$ cat src/rtl/prt_dp_msg_pkg.sv
// Shared definitions for the DP receive message path: arbiter state encoding
// and the message IDs agreed between the message sources and the PM sink.
package prt_dp_msg_pkg;

  typedef enum logic [1:0] {
    ST_IDLE  = 2'd0,
    ST_XFER  = 2'd1,
    ST_ABORT = 2'd2
  } arb_state_e;

  localparam logic [7:0] MSG_ID_CTL = 8'h10;
  localparam logic [7:0] MSG_ID_TRN = 8'h11;
  localparam logic [7:0] MSG_ID_MSA = 8'h12;
  localparam logic [7:0] MSG_ID_VID = 8'h13;

  // Index reached by stepping forward from the last grant, wrapping modulo n.
  function automatic int unsigned rr_next(input int unsigned last, input int unsigned step,
                                          input int unsigned n);
    return (last + step) % n;
  endfunction

endpackage

$ cat src/rtl/prt_dp_lib_rr_sel.sv
// Combinational round-robin selector: returns the first set request found
// when searching upward from the index after the last grant.
module prt_dp_lib_rr_sel #(
  parameter int  P_REQ = 4,
  localparam int LP_W  = $clog2(P_REQ)
) (
  input  logic [P_REQ-1:0] i_req,
  input  logic [LP_W-1:0]  i_last,
  output logic [LP_W-1:0]  o_gnt,
  output logic             o_found
);
  import prt_dp_msg_pkg::*;

  logic [LP_W-1:0] w_gnt;
  logic            w_found;
  logic [LP_W-1:0] w_idx;
  logic            w_hit;

  // Rotating priority search; the first hit locks the result.
  always_comb begin
    w_gnt   = '0;
    w_found = 1'b0;
    w_idx   = '0;
    w_hit   = 1'b0;
    for (int i = 1; i <= P_REQ; i++) begin
      w_idx   = LP_W'(rr_next(32'(i_last), i, P_REQ));
      w_hit   = !w_found && i_req[w_idx];
      w_gnt   = w_hit ? w_idx : w_gnt;
      w_found = w_found | w_hit;
    end
  end

  assign o_gnt   = w_gnt;
  assign o_found = w_found;

endmodule

$ cat src/rtl/prt_dprx_msg_arb.sv
// Message-locked round-robin arbiter sharing the PM message return path
// between link-domain sources; stalled or malformed messages are aborted.
module prt_dprx_msg_arb #(
  parameter int  P_REQ     = 4,
  parameter int  P_MSG_DAT = 16,
  parameter int  P_TIMEOUT = 255,
  localparam int LP_GW     = $clog2(P_REQ)
) (
  input  logic                       CLK_IN,
  input  logic                       RST_IN,
  input  logic [P_REQ-1:0]           REQ_VLD_IN,
  input  logic [P_REQ-1:0]           REQ_SOM_IN,
  input  logic [P_REQ-1:0]           REQ_EOM_IN,
  input  logic [P_REQ*P_MSG_DAT-1:0] REQ_DAT_IN,
  output logic [P_REQ-1:0]           REQ_RDY_OUT,
  output logic                       MSG_SOM_OUT,
  output logic                       MSG_EOM_OUT,
  output logic [P_MSG_DAT-1:0]       MSG_DAT_OUT,
  output logic                       MSG_VLD_OUT,
  output logic [LP_GW-1:0]           STA_GNT_OUT,
  output logic                       ERR_OUT
);
  import prt_dp_msg_pkg::*;

  localparam logic [15:0]      LP_TO_LAST  = 16'(P_TIMEOUT - 1);
  localparam logic [LP_GW-1:0] LP_LAST_RST = LP_GW'(P_REQ - 1);

  arb_state_e           r_state;
  logic [LP_GW-1:0]     r_gnt;
  logic [LP_GW-1:0]     r_last;
  logic [15:0]          r_cnt;
  logic                 r_first;
  logic                 r_msg_vld;
  logic                 r_msg_som;
  logic                 r_msg_eom;
  logic [P_MSG_DAT-1:0] r_msg_dat;
  logic                 r_err;

  logic [P_REQ-1:0]     w_cand;
  logic [P_REQ-1:0]     w_stray;
  logic [LP_GW-1:0]     w_win_idx;
  logic                 w_win_found;
  logic [LP_GW-1:0]     w_stray_idx;
  logic                 w_stray_found;
  logic [P_REQ-1:0]     w_rdy;
  logic                 w_acc;
  logic                 w_acc_som;
  logic                 w_acc_eom;
  logic [P_MSG_DAT-1:0] w_acc_dat;

  assign w_cand  = REQ_VLD_IN & REQ_SOM_IN;
  assign w_stray = REQ_VLD_IN & ~REQ_SOM_IN;

  prt_dp_lib_rr_sel #(.P_REQ(P_REQ)) u_rr_sel (
    .i_req   (w_cand),
    .i_last  (r_last),
    .o_gnt   (w_win_idx),
    .o_found (w_win_found)
  );

  // Lowest-index stray beat: scanning downward leaves the lowest hit last.
  always_comb begin
    w_stray_idx   = '0;
    w_stray_found = 1'b0;
    for (int i = P_REQ - 1; i >= 0; i--) begin
      w_stray_idx   = w_stray[i] ? LP_GW'(i) : w_stray_idx;
      w_stray_found = w_stray_found | w_stray[i];
    end
  end

  assign w_acc     = (r_state == ST_XFER) && REQ_VLD_IN[r_gnt];
  assign w_acc_som = REQ_SOM_IN[r_gnt];
  assign w_acc_eom = REQ_EOM_IN[r_gnt];
  assign w_acc_dat = REQ_DAT_IN[32'(r_gnt) * P_MSG_DAT +: P_MSG_DAT];

  // Ready: granted source in XFER, otherwise a single stray drain when no SOM is pending.
  always_comb begin
    w_rdy = '0;
    if (RST_IN) begin
      w_rdy = '0;
    end else begin
      case (r_state)
        ST_IDLE: begin
          if (!w_win_found && w_stray_found) begin
            w_rdy[w_stray_idx] = 1'b1;
          end else begin
            w_rdy = '0;
          end
        end
        ST_XFER: w_rdy[r_gnt] = 1'b1;
        default: w_rdy = '0;
      endcase
    end
  end

  // Arbitration state, timeout tracking and registered PM-side outputs.
  always_ff @(posedge CLK_IN or posedge RST_IN) begin
    if (RST_IN) begin
      r_state   <= ST_IDLE;
      r_gnt     <= '0;
      r_last    <= LP_LAST_RST;
      r_cnt     <= 16'd0;
      r_first   <= 1'b0;
      r_msg_vld <= 1'b0;
      r_msg_som <= 1'b0;
      r_msg_eom <= 1'b0;
      r_msg_dat <= '0;
      r_err     <= 1'b0;
    end else begin
      r_msg_vld <= 1'b0;
      r_msg_som <= 1'b0;
      r_msg_eom <= 1'b0;
      r_msg_dat <= '0;
      r_err     <= 1'b0;
      case (r_state)
        ST_IDLE: begin
          if (w_win_found) begin
            r_gnt   <= w_win_idx;
            r_cnt   <= 16'd0;
            r_first <= 1'b1;
            r_state <= ST_XFER;
          end else begin
            r_err <= w_stray_found;
          end
        end
        ST_XFER: begin
          if (w_acc) begin
            r_msg_vld <= 1'b1;
            r_msg_som <= w_acc_som;
            r_msg_dat <= w_acc_dat;
            r_first   <= 1'b0;
            r_cnt     <= 16'd0;
            // A restart inside a message closes the current one; last grant is kept.
            if (w_acc_som && !r_first) begin
              r_msg_eom <= 1'b1;
              r_err     <= 1'b1;
              r_state   <= ST_IDLE;
            end else if (w_acc_eom) begin
              r_msg_eom <= 1'b1;
              r_last    <= r_gnt;
              r_state   <= ST_IDLE;
            end else begin
              r_msg_eom <= 1'b0;
            end
          end else if (r_cnt == LP_TO_LAST) begin
            r_msg_vld <= 1'b1;
            r_msg_eom <= 1'b1;
            r_err     <= 1'b1;
            r_state   <= ST_ABORT;
          end else if (r_cnt != 16'hFFFF) begin
            r_cnt <= r_cnt + 16'd1;
          end else begin
            r_cnt <= r_cnt;
          end
        end
        ST_ABORT: begin
          r_last  <= r_gnt;
          r_cnt   <= 16'd0;
          r_state <= ST_IDLE;
        end
        default: r_state <= ST_IDLE;
      endcase
    end
  end

  assign REQ_RDY_OUT = w_rdy;
  assign MSG_VLD_OUT = r_msg_vld;
  assign MSG_SOM_OUT = r_msg_som;
  assign MSG_EOM_OUT = r_msg_eom;
  assign MSG_DAT_OUT = r_msg_dat;
  assign STA_GNT_OUT = r_gnt;
  assign ERR_OUT     = r_err;

endmodule

$ cat config.mk
export PLATFORM = sky130hd
export DESIGN_NAME = prt_dprx_msg_arb
export DESIGN_NICKNAME = d
export VERILOG_FILES = /design/src/rtl/prt_dp_msg_pkg.sv /design/src/rtl/prt_dp_lib_rr_sel.sv /design/src/rtl/prt_dprx_msg_arb.sv
export SDC_FILE = /design/constraint.sdc
export NUM_CORES = 1
export LEC_CHECK = 0
export BUFFER_PORTS_ARGS = -buffer_cell sky130_fd_sc_hd__buf_2
export CORE_ASPECT_RATIO = 0.6
export CORE_MARGIN = 3
export CORE_UTILIZATION = 40
export CTS_CLUSTER_DIAMETER = 40
export DETAILED_ROUTE_END_ITERATION = 8
export PLACE_DENSITY = 0.75
export SLEW_MARGIN = 40
export SYNTH_ARGS = -nofsm -noshare
export SYNTH_HDL_FRONTEND = slang
export SYNTH_SLANG_ARGS = --single-unit
$ cat constraint.sdc
create_clock -name CLK_IN -period 3.35 [get_ports CLK_IN]
set_clock_uncertainty 0.1 [all_clocks]
set_input_delay 0.1675 -clock CLK_IN [delete_from_list [all_inputs] [get_ports CLK_IN]]
set_output_delay 0.1675 -clock CLK_IN [all_outputs]
set_load 0.005 [all_outputs]
* After elaboration in Yosys (flattened, before gate mapping)
Index checks and enable logic that the tools add are counted. Widths: inputs -> output; s select.
Operators by class: $add $sub $neg 5, multipliers 0, divide/modulo/power cells 0, magnitude comparators 8, equal/unequal tests 12, shift-type cells 1, multiplexer cells 62, bitwise gates (word level) 9, reduce and logical (&&, ||, !) cells 22
Operator list (number):
- $mux 16 | 6
- $shiftx 64x7->16 | 1
- $pmux 16 s3 | 1
- $mux 2 | 16
- $mux 1 | 23
- $lt 2x3->1 const B | 6
- $add 16x1->16 const B | 1
- $eq 16x8->1 const B | 1
- $ne 16x16->1 const B | 1
- $bmux 1 s2 | 7
- $and 4x4->4 | 2
- $logic_and 1x1->1 | 8
- $mux 4 | 2
- $ne 2x2->1 const B | 4
- $pmux 2 s2 | 2
- $pmux 4 s2 | 1
- $reduce_and 4->1 | 2
- $ne 3x2->1 const B | 2
- $or 1x1->1 | 6
- $reduce_and 3->1 | 2
- $logic_not 1->1 | 5
- $add 2x1->2 const B | 2
- $add 2x2->2 const B | 2
- $demux 1 s2 | 2
- 11 further kinds | 14
Storage, ports and cells: bits in registers 43, bits in latches 0, RAM bits 0, bits in read-only memories 0, bits of input ports 78, output and inout bits 26, word-level logic and storage cells 129, memories 0

* Logic depth before layout (Yosys ltp)
Gate-level depths: netlist of the first run.
depth after elaboration 17, depth in mapped cells 8

* By module
From an unflattened synthesis of the first run, not the netlist that was laid out.
Unflattened totals: cells, all modules 257, area, all modules 2691.3 µm²
By module, submodules not included:
- prt_dprx_msg_arb | instances 1, cells an instance 243, area each 2612.5 µm², seq. area each 1078.5 µm²
- prt_dp_lib_rr_sel | instances 1, cells an instance 14, area each 78.8 µm², seq. area each 0.0 µm²

* Least setup slack after synthesis of the first run
No wires, ideal clock.
kind register -> register, start register r_gnt[0], in the netlist STA_GNT_OUT[0], end register r_cnt[13], setup time 0.087 ns, arrival time 1.910 ns, slack 1.253 ns, stages on the path, launching flop included 8, path buffers 2, period minus slack after synthesis 2.097 ns, path through dfrtp_1 -> buf_2 -> mux4_2 -> nand2b_4 -> nor3_2 -> buf_2 -> nand2_1 -> a22oi_1
On the way: word-level cells in the longest chain between the ends 5
Ends and longest elaborated chain:
- start, declared | RTL line prt_dprx_msg_arb.sv:29 | logic [LP_GW-1:0] r_gnt;
- start signal, assigned | RTL line prt_dprx_msg_arb.sv:118 | r_gnt <= w_win_idx;
- $bmux 1 s2 (*) | RTL line prt_dprx_msg_arb.sv:71 | assign w_acc = (r_state == ST_XFER) && REQ_VLD_IN[r_gnt];
- $mux 1 (not written as such) (*) | RTL line prt_dprx_msg_arb.sv:71
- $logic_and 1x1->1 (*) | RTL line prt_dprx_msg_arb.sv:71
- $ne 3x2->1 (no source line), or another cell as far along
- $reduce_and 4->1 (no source line) / $pmux 16 s3 (equally long branches)
- end signal, assigned | RTL line prt_dprx_msg_arb.sv:151 | r_cnt <= r_cnt + 16'd1;
- end signal, assigned | RTL line prt_dprx_msg_arb.sv:153 | r_cnt <= r_cnt;
- end, declared | RTL line prt_dprx_msg_arb.sv:31 | logic [15:0] r_cnt;
Mark *: on every way between the ends. The rest lies on a longest branch, timed or not. The select of a mux whose other input is x is not followed. A chain may end at the register's enable or synchronous reset.

* Final worst setup path of the first run
start register r_cnt[11], end register r_cnt[9]
On the way: word-level cells in the longest chain between the ends 3
Ends and longest elaborated chain (RTL line):
- $ne 16x16->1 / $eq 16x8->1 (equally long branches) | prt_dprx_msg_arb.sv:150, prt_dprx_msg_arb.sv:145
- $ne 3x2->1 (no source line) / $ne 3x3->1 (equally long branches)
- $reduce_and 4->1 (no source line) (*)
Mark *: on every way between the ends. The rest lies on a longest branch, timed or not.

==> flow_summary.toml, run 1 <==
[timing]
max_slew.worst_pin.slew_ps = 848
rsz0062_at_grt = "no"
period_needed_ps = 2410
setup_viol = 0
min_period_over_period_pct = 72.0
finalHoldViolations = 0
maxSlewViolCount = 0
setup_tns_ps = 0
fmax_mhz = 414
max-slew-margin-rel_pct = 43.4

[floorplan]
start_util_pct = 43.6
core-area_um2 = 5890
rows = 21
pin_count = 104
die_x_um = 109
die_height_um = 68.1
die_area_um2 = 7450

[setup_path]
crit_type = "reg2reg"
startpoint_type = "flop"
critPathMaxFanout = 13
critPathArrivalTime_ps = 2520
r2r_setup_slack_ps = 940
required_ps = 3460
end_kind = "flop"

[synth]
avgSynthCellArea_um2 = 10.7
yosys.area.top_type_share_pct = 39.9
ys_seq_area_share_pct = 42.0
postSynthRegisterBits = 43
synthCells = 241
synth_fp_nets = 321
ys_warn_count = 0
yosys.area.top_type = "dfrtp_1"
synth_cell_types = 46
ys_top_cells_by_area = "dfrtp_1 (40%), mux4_2 (17%), and3_1 (4.9%)"
syn_area_um2 = 2570

[power_and_ir_drop]
power.density_nw_per_um2 = 645
p_total_mw = 2.11
ir_drop_mv = 0.384
power.leakage_nw = 1.60

[placement]
io_buffers = 103
dpl.hpwl_um = 5580
place_area_um2 = 3150
place_congestion = 0.898

[finish]
n_antenna_cell = 0
drive_gt1_share_pct = 42.1
nets = 421
syn_to_final_growth_pct = 27.0
layout_common_cells = "buf_2 (103), dfrtp_1 (41), nand2_1 (23)"
fin_area_um2 = 3260
final_common_cell = "buf_2"

[routing]
ant_nets = 0
drc = 0
first_pass_iters = 5
vias = 2423
drtIter0Drc = 170
routed_wl_um = 7270
routedWlPerCell_um = 17.2
avgViaCountPerCell = 5.74

[cts]
post_cts_resize_count = 0
cts_num_sinks = 43
post-cts-setup-buffers = 0
cts_max_level = 2
clk_pin_slew_ps = 90
cts_buffers = 5
clk_latency_ps = 300
cts_root_buffer = "clkbuf_8"
cts_tree = "built"
cts.path.max_buffers = 2

[grt]
grt.overflow.total = 0
gr-usage-all-layers_pct = 20.0
grt_pass1_vias = 2206
antenna_found_initial = 0
grt_max_degree = 44
grt_first_pass_wirelength_um = 11300

[flow_run]
cap_violations = 0

[worst_hold_path]
hp-class = "in2reg"

[status]
status = "complete, no violations"
## registers in the layout, indices dropped and copies added, names as in the netlist
name         cells
r_first          1
MSG_DAT_OUT     16
MSG_SOM_OUT      1
ERR_OUT          1
MSG_EOM_OUT      1
r_state          2
MSG_VLD_OUT      1
r_cnt           16
r_last           2
STA_GNT_OUT      2
## path summary, 6_finish.rpt
path	startpoint	endpoint	depth (start not counted)
setup / recovery	r_cnt[11]	r_cnt[9]	5
hold / removal	REQ_VLD_IN[2]	STA_GNT_OUT[0]	4
setup reg to reg	r_cnt[11]	r_cnt[9]	5
hold reg to reg	r_first	r_first	2
max in group asynchronous	RST_IN	r_state[1]	4
min in group asynchronous	RST_IN	r_cnt[4]	4
## where the power goes
group | switching (mW) | total (mW) | internal (mW)
logic | 0.518 | 0.990 | 0.472
clock network | 0.185 | 0.355 | 0.169
registers | 0.0900 | 0.761 | 0.671
## layout make-up
cell class / count / area, µm²
well taps: 80 / 100
multi-input cells: 174 / 1400
flip-flops and latches: 43 / 1080
fillers: 548 / 2620
clock inverters: 1 / 8.76
inverters: 9 / 33.8
clock buffers: 7 / 86.3
repair buffers: 108 / 556
## stage by stage
step	setup slack (ps)	instances	hold WS (ps)	utilization [%]
final	937	422	156	55.4
after global routing	788	422	194	55.4
after CTS	881	422	147	55.3
after detailed placement	992	413	273	53.5
after global placement	804	413	274	53.4
after floorplan	1250	241	269	-
## per-layer routing
layer  track usage [%]  up-vias  wire length (µm)
met1              30.7     1150              3370
li1                  -     1125                 -
met4              4.51        0                64
met2              28.3      140              3090
met5                 0        -                 0
met3              5.09        8               752
## critical path, cell delays in order, from the launching register on
cell,delay [ps]
dfrtp_1,470
or4b_1,620
nor4_4,510
o211a_4,270
nor2_2,130
a31oi_1,220
## synthesized netlist by cell type, drive strengths merged
cell    instances
a22oi           1
o211a           1
a21o            1
o21a            3
a211oi          1
o221ai          1
a41oi           3
a31oi          12
ha              2
and3           20
dfrtp          41
nand2          23
clkbuf          8
or4             1
dfstp           2
a22o            2
and2            1
nor4            4
nor2b           7
a32oi           3
nor3            7
nand2b          4
or4b            1
o41ai           1
nand3           9
buf             7
a21oi          14
o211ai          2
o311ai          1
and4b           1
mux2            2
o21ai          10
o31ai           2
nand4           3
nand3b          1
nor2           10
mux4           19
inv             9
mux2i           1
## logic make-up (layout without fill, tap and decap cells)
kind of cell,count (synthesis),count (layout),share of synthesized area (%)
and+or+nand+nor,92,92,20.1
AOI/OAI and AO/OA,58,58,15.0
DFF,43,43,42.0
buffers and inverters,24,125,4.04
muxes,22,22,17.9
adders and majority gates,2,2,0.974
## timing repair
action	CTS	global route
hold buffers	1	0
hold endpoints to repair	41	0
setup endpoints to repair	0	0
Note: power is estimated with default switching activity, not from simulation.
==> inputs of run 2 (changes only) <==
==> constraint.sdc (replaced) <==
create_clock -name CLK_IN -period 2.38 [get_ports CLK_IN]
set_clock_uncertainty 0.1 [all_clocks]
set_input_delay 0.119 -clock CLK_IN [delete_from_list [all_inputs] [get_ports CLK_IN]]
set_output_delay 0.119 -clock CLK_IN [all_outputs]
set_load 0.005 [all_outputs]
==> run 2 against run 1 <==
Compared with the run above: sequential power is 38% higher; sequential share of layout area is 0.66 points lower; routed wire length is 0.34% higher; critical path type unchanged.
==> flow_summary.toml, run 2 (synthesis gave the netlist of run 1 again) <==
[status]
status = "complete, no violations"

[floorplan]
core-area_um2 = 5890
start_util_pct = 43.6
die_x_um = 109
die_area_um2 = 7450
rows = 21
die_height_um = 68.1
pin_count = 104

[routing]
routedWlPerCell_um = 16.9
vias = 2465
drc = 0
ant_nets = 0
avgViaCountPerCell = 5.69
drtIter0Drc = 165
routed_wl_um = 7300
first_pass_iters = 4

[worst_hold_path]
worstHoldEndpoint = "STA_GNT_OUT[0]"
hp-class = "in2reg"
min_from = "REQ_SOM_IN[2]"
whs_path_depth = 4

[timing]
max-slew-margin-rel_pct = 55.0
setup_viol = 0
setup_tns_ps = 0
maxSlewViolCount = 0
min_period_over_period_pct = 95.3
finalHoldViolations = 0
max_slew.worst_pin.slew_ps = 668
setup_ws_ps = 113
period_needed_ps = 2270
rsz0062_at_grt = "no"
fmax_mhz = 441

[cts]
post_cts_resize_count = 0
clk_latency_ps = 310
cts.path.max_buffers = 2
cts_tree = "built"
cts_root_buffer = "clkbuf_8"
clk_pin_slew_ps = 90
cts_buffers = 5
cts_max_level = 2
cts_num_sinks = 43

[setup_path]
startpoint = "r_cnt[11]"
critPathArrivalTime_ps = 2400
r2r_setup_slack_ps = 110
required_ps = 2510
end_kind = "flop"
crit_type = "reg2reg"
startpoint_type = "flop"
reg2reg_from = "r_cnt[11]"
reg2reg_depth = 5
critPathMaxFanout = 13
worstReg2RegEnd = "r_cnt[15]"

[grt]
antenna_found_initial = 0
grt.overflow.total = 0
gr-usage-all-layers_pct = 20.8
grt_max_degree = 44
grt_first_pass_wirelength_um = 11800
grt_pass1_vias = 2338

[finish]
final_cell_count_no_fill = 433
nets = 432
syn_to_final_growth_pct = 29.6
n_antenna_cell = 0
nFillCells = 541
final_common_cell = "buf_2"
layout_common_cells = "buf_2 (103), dfrtp_1 (41), nand2_1 (23)"
final_util_pct = 56.5
drive_gt1_share_pct = 43.6

[flow_run]
cap_violations = 0

[power_and_ir_drop]
p_total_mw = 2.97
power.density_nw_per_um2 = 894
power.leakage_nw = 1.65
ir_drop_mv = 0.483

[placement]
post-place-cells = 423
pre_cts_slack_ps = 79.3
io_buffers = 103
place_congestion = 0.927
dpl.hpwl_um = 5710
run 2: changes by cell type in the layout (fill, tap and decap cells not counted):
cell / before / now
clkbuf_8: 6 / 5
clkinv_4: 1 / 0
nor4_2: 1 / 0
nor4_1: 2 / 3
buf_4: 4 / 15
clkinv_2: 0 / 1
clkinvlp_4: 0 / 1
run 2: how the worst max path moves through the flow:
stage                            to  cells after the start
final                     r_cnt[15]                      5
after CTS                  r_cnt[2]                      5
after detailed placement   r_cnt[2]                      5
after global placement     r_cnt[6]                      5
after floorplan           r_cnt[13]                      7
after global routing       r_cnt[7]                      5
run 2: metrics by stage:
stage | cell area, µm² | hold slack, ps
2_1_floorplan | 2570 | 172
5_1_grt | 3330 | 135
3_3_place_gp | 3220 | 225
3_5_place_dp | 3230 | 227
4_1_cts | 3320 | 86.2
6_report | 3330 | 108
run 2: final cells by class:
| cell class | count | area [µm²] | area share, % |
|---|---|---|---|
| clock inverter | 2 | 12.5 | 0.376 |
| sequential | 43 | 1080 | 32.4 |
| clock buffer | 6 | 72.6 | 2.18 |
| multi-input combinational | 174 | 1390 | 41.8 |
| timing repair buffer | 119 | 638 | 19.2 |
| tap | 80 | 100 | 3.01 |
| inverter | 9 | 33.8 | 1.02 |
run 2: where the power goes:
| group | total, mW | switching, mW | leakage [nW] | internal (mW) |
|---|---|---|---|---|
| Sequential | 1.05 | 0.108 | 0.568 | 0.946 |
| Combinational | 1.46 | 0.755 | 1.04 | 0.703 |
| Clock | 0.464 | 0.258 | 0.0412 | 0.205 |
run 2: what timing repair did:
item                                    4_1_cts  5_1_grt
buffers inserted                              0        1
hold endpoints to repair                     41        0
endpoints found under the setup margin        0        6
hold buffers                                  1        0
run 2: metal layers:
| layer | routed length (µm) | up-vias | track usage [%] |
|---|---|---|---|
| met4 | 60 | 0 | 5.44 |
| met5 | 0 | - | 0 |
| li1 | - | 1145 | - |
| met1 | 3520 | 1190 | 32.4 |
| met2 | 3050 | 124 | 28.9 |
| met3 | 671 | 6 | 4.43 |
run 2: critical path, cell delays in order (launching register included):
cell,delay [ps]
dfrtp_1,460
or4b_1,600
nor4_4,430
o211a_4,260
nor2_2,130
a31oi_1,210
==> inputs of run 3 (changes only) <==
--- a/config.mk
+++ b/config.mk
@@ -12,7 +12,7 @@
 export CTS_CLUSTER_DIAMETER = 40
 export DETAILED_ROUTE_END_ITERATION = 8
 export PLACE_DENSITY = 0.75
-export SLEW_MARGIN = 40
+export REMOVE_ABC_BUFFERS = 1
 export SYNTH_ARGS = -nofsm -noshare
 export SYNTH_HDL_FRONTEND = slang
 export SYNTH_SLANG_ARGS = --single-unit
==> run 3 against run 2 <==
Compared with the run above: flip-flop and latch count stayed put; total power increased by 7.3%; non-clock buffer count fell by 1; register-to-register slack is essentially flat; routed wire length up 2.9%; final area is 1.2% higher; largest cell class unchanged.
==> flow_summary.toml, run 3 (synthesis gave the netlist of run 1 again) <==
[status]
status = "complete, no violations"

[placement]
io_buffers = 103
place_congestion = 0.903
pre_cts_slack_ps = -56.4
dpl.hpwl_um = 5810

[cts]
clk_pin_slew_ps = 80
cts_tree = "built"
cts_max_level = 2
clk_latency_ps = 290
cts.path.max_buffers = 2
cts_num_sinks = 43
cts_buffers = 5
cts_root_buffer = "clkbuf_8"

[routing]
first_pass_iters = 4
vias = 2447
routedWlPerCell_um = 17.4
routed_wl_um = 7510
avgViaCountPerCell = 5.66
drc = 0
drtIter0Drc = 259
ant_nets = 0

[setup_path]
crit_slowest_cell = "or4b_1"
critical_path.top_delay_family = "simple AND/OR/NAND/NOR gates"
critPathBufInv = 0
required_ps = 2490
crit_type = "reg2reg"
crit_chain = "or4b_1 -> nor4_4 -> o211a_4 -> nor2_2 -> a31oi_1"
startpoint_type = "flop"
r2r_setup_slack_ps = 120
end_kind = "flop"
critPathMaxFanout = 13
cpPeakStageDelay_ps = 600
critPathArrivalTime_ps = 2370

[power_and_ir_drop]
power.density_nw_per_um2 = 948
power.leakage_nw = 1.67
ir_drop_mv = 0.377
p_total_mw = 3.19

[timing]
min_period_over_period_pct = 94.8
max_slew.worst_pin.slew_ps = 760
setup_ws_ps = 124
setup_viol = 0
period_needed_ps = 2260
rsz0062_at_grt = "no"
finalHoldViolations = 0
fmax_mhz = 443
max-slew-margin-rel_pct = 48.8
maxSlewViolCount = 0

[finish]
nFillCells = 514
layout_common_cells = "buf_2 (103), dfrtp_1 (41), nand2_1 (23)"
nets = 431
final_common_cell = "buf_2"
drive_gt1_share_pct = 43.5
n_antenna_cell = 0
syn_to_final_growth_pct = 31.1

[grt]
antenna_found_initial = 0
grt_first_pass_wirelength_um = 11800
grt_pass1_vias = 2342
grt.overflow.total = 0
gr-usage-all-layers_pct = 20.5
grt_max_degree = 25

[worst_hold_path]
hp-class = "in2reg"

[floorplan]
pin_count = 104
start_util_pct = 43.6
die_area_um2 = 7450
die_height_um = 68.1
rows = 21
die_x_um = 109
core-area_um2 = 5890

[flow_run]
cap_violations = 0
run 3: path summary, 6_finish.rpt:
path / from / endpoint / cells past startpoint
max in group asynchronous: RST_IN / r_cnt[2] / 4
setup reg to reg: r_cnt[11] / r_cnt[12] / 5
hold / removal: REQ_SOM_IN[2] / STA_GNT_OUT[0] / 4
setup / recovery: r_cnt[11] / r_cnt[12] / 5
min in group asynchronous: RST_IN / STA_GNT_OUT[0] / 3
hold reg to reg: r_first / r_first / 2
run 3: worst reg2reg max path: cells and delay by family (launching register included):
kind / cells / cell delay (ps)
flip-flops: 1 / 450
AND/OR/NAND/NOR: 3 / 1160
AO/OA/AOI/OAI: 2 / 470
run 3: what timing repair did:
| action | CTS | global route |
|---|---|---|
| setup endpoints to repair | 5 | 8 |
| pin swaps | 0 | 1 |
| gates resized for setup | 1 | 0 |
| buffers inserted | 0 | 1 |
| hold buffers | 1 | 0 |
| hold endpoints to repair | 14 | 0 |
| cloned | 0 | 0 |
run 3: stage by stage:
step / std cells / util (%) / cell area, µm² / setup TNS (ps) / hold WS [ps]
after floorplan: 226 / - / 2500 / -9120 / 172
after global routing: 432 / 57.2 / 3370 / 0 / 108
after CTS: 431 / 57.1 / 3360 / 0 / 80.2
after global placement: 422 / 54.6 / 3210 / 0 / 98.5
after detailed placement: 422 / 54.6 / 3210 / -134 / 99.3
final: 432 / 57.2 / 3370 / 0 / 91.8
run 3: power by group:
part | internal, mW | switching [mW] | leakage (nW)
Combinational | 0.696 | 0.773 | 1.03
Sequential | 0.946 | 0.108 | 0.568
Clock | 0.419 | 0.250 | 0.0654
Total | 2.06 | 1.13 | 1.67
run 3: layer usage:
layer  up-vias  share of wire, %  global-route usage, %  wire [µm]
li1       1142                 -                      -          -
met1      1187                47                   29.7       3500
met2       113                44                   31.8       3310
met3         5               8.8                   4.34        660
met4         0              0.48                   4.35         36
met5         -                 0                      0          0
run 3: layout make-up:
cell class,count,area (µm²),area share (%)
multi-input combinational,174,1390,41.3
sequential,43,1080,32.0
timing repair buffer,118,631,18.7
tap,80,100,2.97
clock buffer,6,72.6,2.15
clock inverter,2,60.1,1.78
inverter,9,33.8,1.00
